--- config.mk ---
export PLATFORM = sky130hd
export DESIGN_NAME = cmp_stream_tracker
export DESIGN_NICKNAME = d
export VERILOG_FILES = /design/src/rtl/cmp_stream_tracker.sv
export SDC_FILE = /design/constraint.sdc
export NUM_CORES = 1
export LEC_CHECK = 0
export CORE_ASPECT_RATIO = 1.5
export CORE_UTILIZATION = 40
export CTS_BUF_LIST = sky130_fd_sc_hd__clkbuf_4 sky130_fd_sc_hd__clkbuf_8
export DETAILED_ROUTE_END_ITERATION = 10
export SLEW_MARGIN = 15
export SYNTH_ARGS = -nofsm -noshare
export SYNTH_HDL_FRONTEND = slang
export SYNTH_SLANG_ARGS = --single-unit
--- constraint.sdc ---
create_clock -name clk -period 3.15 [get_ports clk]
set_clock_uncertainty 0.1 [all_clocks]
set_input_delay 0.945 -clock clk [delete_from_list [all_inputs] [get_ports clk]]
set_output_delay 0.945 -clock clk [all_outputs]
set_load 0.05 [all_outputs]
--- src/rtl/cmp_stream_tracker.sv ---
// cmp_stream_tracker: per-frame trend/max/min/rise/fall tracker on a valid/ready sample stream; CMP_SIGNED_EN selects signed compare
module cmp_stream_tracker #(
  parameter int DW = 8,
  parameter int FRAME_LEN = 16,
  parameter int CNT_W = 5
) (
  input  logic             clk,
  input  logic             rst,
  input  logic             start,
  input  logic             in_valid,
  output logic             in_ready,
  input  logic [DW-1:0]    in_data,
  output logic [2:0]       trend,
  output logic             trend_valid,
  output logic [DW-1:0]    max_val,
  output logic [DW-1:0]    min_val,
  output logic [CNT_W-1:0] rise_cnt,
  output logic [CNT_W-1:0] fall_cnt,
  output logic             busy,
  output logic             done,
  input  logic             res_ack
);
  typedef enum logic [1:0] {IDLE, FIRST, RUN, REPORT} state_t;
  // Flipping the sign bit turns a two's-complement order into an unsigned one
`ifdef CMP_SIGNED_EN
  localparam logic [DW-1:0] SB = {1'b1, {(DW-1){1'b0}}};
`else
  localparam logic [DW-1:0] SB = '0;
`endif
  state_t state, state_nx;
  logic [DW-1:0] prev;
  logic [CNT_W-1:0] cnt;
  logic acc, gt, lt, gt_max, lt_min;
  assign acc = in_valid && in_ready;
  assign gt = (in_data ^ SB) > (prev ^ SB);
  assign lt = (in_data ^ SB) < (prev ^ SB);
  assign gt_max = (in_data ^ SB) > (max_val ^ SB);
  assign lt_min = (in_data ^ SB) < (min_val ^ SB);
  always_comb begin
    state_nx = state;
    case (state)
      IDLE:    state_nx = start ? FIRST : IDLE;
      FIRST:   state_nx = acc ? (FRAME_LEN == 1 ? REPORT : RUN) : FIRST;
      RUN:     state_nx = (acc && cnt == CNT_W'(FRAME_LEN - 1)) ? REPORT : RUN;
      default: state_nx = res_ack ? IDLE : REPORT;
    endcase
    in_ready = state == FIRST || state == RUN;
    busy = in_ready;
    done = state == REPORT;
  end
  always_ff @(posedge clk) begin
    if (rst) begin
      state <= IDLE;
      prev <= '0;
      cnt <= '0;
      trend <= '0;
      trend_valid <= 1'b0;
      max_val <= '0;
      min_val <= '0;
      rise_cnt <= '0;
      fall_cnt <= '0;
    end else begin
      state <= state_nx;
      trend_valid <= 1'b0;
      if (state == IDLE && start) begin
        prev <= '0;
        cnt <= '0;
        trend <= '0;
        max_val <= '0;
        min_val <= '0;
        rise_cnt <= '0;
        fall_cnt <= '0;
      end
      if (acc && state == FIRST) begin
        max_val <= in_data;
        min_val <= in_data;
        prev <= in_data;
        cnt <= CNT_W'(1);
      end
      if (acc && state == RUN) begin
        trend <= {gt, lt, !gt && !lt};
        trend_valid <= 1'b1;
        if (gt_max) max_val <= in_data;
        if (lt_min) min_val <= in_data;
        rise_cnt <= rise_cnt + CNT_W'(gt);
        fall_cnt <= fall_cnt + CNT_W'(lt);
        prev <= in_data;
        cnt <= cnt + CNT_W'(1);
      end
    end
  end
endmodule
==> impl_results.md, run 1 <==
- Antenna violations before repair: 0
- Nets: 408
- Clk sinks: 45
- Total CTS buffers: 5
- DP HPWL: 5.113 mm
- Vias per cell: 5.570
- Power density over the cells: 384.4 nW/um^2
- Finished Core Util: 55.06%
- Critical Path RT: 2.10 ns
- Post-Syn Nets: 339
- CP max stage delay: 0.83 ns
- Die height: 99.96 um
- Critical setup path kind: flip-flop to output pin
- Combinational share of power: 25.8%
- Buf/Inv on CP: 2
- Routed wire length: 6.948 mm
- Reg power frac: 45.8%
- Max VDD drop: 0.0002853 V
- Post-layout min period: 2.988 ns
- Vias in the first global route: 2,289
- Dominant synthesized flop cell: dfxtp_1
- CTS tree: yes
- Total Routing Usage GR: 21.61%
- Critical path's slowest cell: clkdlybuf4s50_1
- Pin count of the biggest net entering global routing: 26
- Final hold viol count: 0
- Final hold slack: 0.3652 ns
- Routed len/inst: 15.90 um
- Clk pwr share: 28.3%
- Hold Buf Count CTS: 0
- CTS Buffer Depth: 2
- RSZ-0062 raised after global routing: false
- Register area share after synthesis: 35.21%
- YS warnings: 0
- Post-route cell area: 3400 um^2
- Largest fanout on the critical path: 6
- ANT nets after route: 0
- Mapped cell area: 2559 um^2
- Worst-path cell chain: inv_1 > ha_1 > clkdlybuf4s50_1
- LEAKAGE: 1.299 nW
- GP Congestion: 0.8158
- Row cnt: 35
- Final-report setup violation count: 0
- Hold WC Path Type: flip-flop to flip-flop
- H-tree depth: 2
- Number of synthesized register bits: 45
- Core box area: 6175 um^2
- WP data arrival: 1.94 ns
- Clock slew at reported path FFs: 0.09 ns
- Clk root buf: clkbuf_8
- Switching power of the nets: 436.6 uW
- CP top delay family: buffers and inverters
- Post-synth EDFFs: 0
- Final count of pins violating max slew: 0
- Remaining Overflow, GRT: 0
- Antenna cells: 0
- Critical Path Start Type: flip-flop
- I/O Pins: 46
- DRC: 0
- Pre-Repair DR Iteration Count: 4
- First-pass GRT wire length: 10.92 mm
- Sw frac: 33.41%
- Final Cycle Share: 94.87%
- Starting Density: 41.44%
- Die area: 6727 um^2
- Peak Freq: 334.6 MHz
- Synth Area per Inst: 8.733 um^2
- Slew HR: 66.20%
- Vias: 2,434
- Status: finished clean
- DIE WIDTH: 67.31 um
- Setup crit end kind: output pin
- Worst-Margin Slew: 0.5055 ns
- Layout cells sized above 1: 15.98%
- Internal power: 870.3 uW
- Initial drt markers: 105
- # port buffers: 45
- Placed Area: 3259 um^2
- Distinct cells, synth: 38
- Area Overhead vs Synth: 32.86%
- Max cap viols: 0
- Asr flop ratio synth: 0%
- Sum Neg Setup Slack: 0 ns
- Cells after Synth: 293
- Clk Latency, worst-skew pair: 0.30 ns
-- cell usage after synthesis (all sizes together) (3+ instances only) --
cell,n,share of area [%]
a22oi,5,1.5
a211oi,7,2.4
o21ai,13,2.5
nor2,22,3.2
nand2,20,2.9
o311ai,8,2.7
o211a,3,1.2
buf,5,1.2
a21oi,30,5.9
nand4,12,2.9
ha,33,16
inv,27,4.0
o41ai,7,4.4
dfxtp,45,35
and3,4,0.98
nand3,15,2.9
o211ai,3,0.88
clkbuf,10,1.5
-- cells in the final DEF (no fill, tap or decap), types with 12 or more instances in the layout --
cell type,netlist,routed
nand2_1,20,20
buf_4,1,32
nand3_1,15,15
nand4_1,12,12
a21oi_1,30,29
inv_1,27,27
nor2_1,22,22
dfxtp_1,45,45
clkdlybuf4s50_1,0,42
ha_1,33,29
-- through the flow --
stage / power (mW) / std cells / setup slack [ns]
after detailed placement: 0.9442 / 427 / -0.4884
after global placement: 0.9404 / 427 / -0.4021
after global routing: 1.373 / 437 / 0.04301
after CTS: 1.323 / 437 / 0.00003686
after floorplan: 0.8209 / 293 / 0.1488
final: 1.307 / 437 / 0.1617
-- repair_timing --
item                                   in CTS  in global routing
setup endpoints to repair                   6                  4
gates resized for setup                     3                  8
endpoints found under the hold margin       0                  0
pin swaps                                   2                  6
buffers inserted                            2                  0
-- worst min-delay path, cell delays in order (launching register included) --
cell     delay (ns)
dfxtp_1        0.32
nand2_1        0.05
a21oi_1        0.05
-- final timing paths --
kind	endpoint	slack, ns	cells after the start	from
worst max-delay path	in_ready	0.16	3	state[0]$_SDFF_PP0_
worst min-delay path	trend[0]$_SDFFE_PP0P_	0.37	2	trend[0]$_SDFFE_PP0P_
worst max register to register	rise_cnt[2]$_SDFFE_PP0P_	0.73	10	prev[2]$_SDFFE_PP0P_
worst min register to register	trend[0]$_SDFFE_PP0P_	0.37	2	trend[0]$_SDFFE_PP0P_
-- power groups by stage --
| stage | Sequential [mW] | Combinational, mW | Clock [mW] |
|---|---|---|---|
| floorplan | 0.639 | 0.181 | 0 |
| CTS | 0.599 | 0.338 | 0.387 |
| global placement | 0.611 | 0.329 | 0 |
| detailed placement | 0.612 | 0.332 | 0 |
| finish | 0.599 | 0.338 | 0.370 |
| global route | 0.601 | 0.366 | 0.405 |
-- flip-flops by register name, summed over array words and instances, names as in the netlist --
register / count
trend_valid: 1
trend: 3
max_val: 8
min_val: 8
state: 2
fall_cnt: 5
prev: 8
rise_cnt: 5
cnt: 5
-- per-layer routing --
layer / wire length (um) / GRT usage, % / up-vias
met3: 232 / 3.409 / 12
met2: 3658 / 39.23 / 57
met1: 2896 / 24.49 / 1152
met5: 0 / 0 / -
li1: - / - / 1213
met4: 161 / 7.856 / 0
-- cells by family (layout without fill, tap and decap cells) --
| logic type | Yosys count | count (layout) | share of synthesized area (%) |
|---|---|---|---|
| flip-flops | 45 | 45 | 35.21 |
| buffers and inverters | 42 | 112 | 6.602 |
| adder cells (fa/ha/maj) | 33 | 33 | 16.14 |
| XOR/XNOR | 2 | 2 | 0.6847 |
| AO/OA/AOI/OAI | 87 | 87 | 25.58 |
| AND/OR/NAND/NOR | 84 | 84 | 15.79 |
-- final cells by class --
class	count	area [um^2]
Fill cell	587	2775
Inverter	27	101.3
Clock buffer	5	68.82
Multi-Input combinational cell	206	1523
Tap cell	74	92.59
Sequential cell	45	900.9
Clock inverter	3	22.52
Timing Repair Buffer	77	690.7
Note: power is estimated with default switching activity, not from simulation.
==> inputs of run 2 (changes only) <==
TNS_END_PERCENT = 100   (was default)
==> results of run 2 <==
Final layout, timing and power as in run 1 (identical DEF).
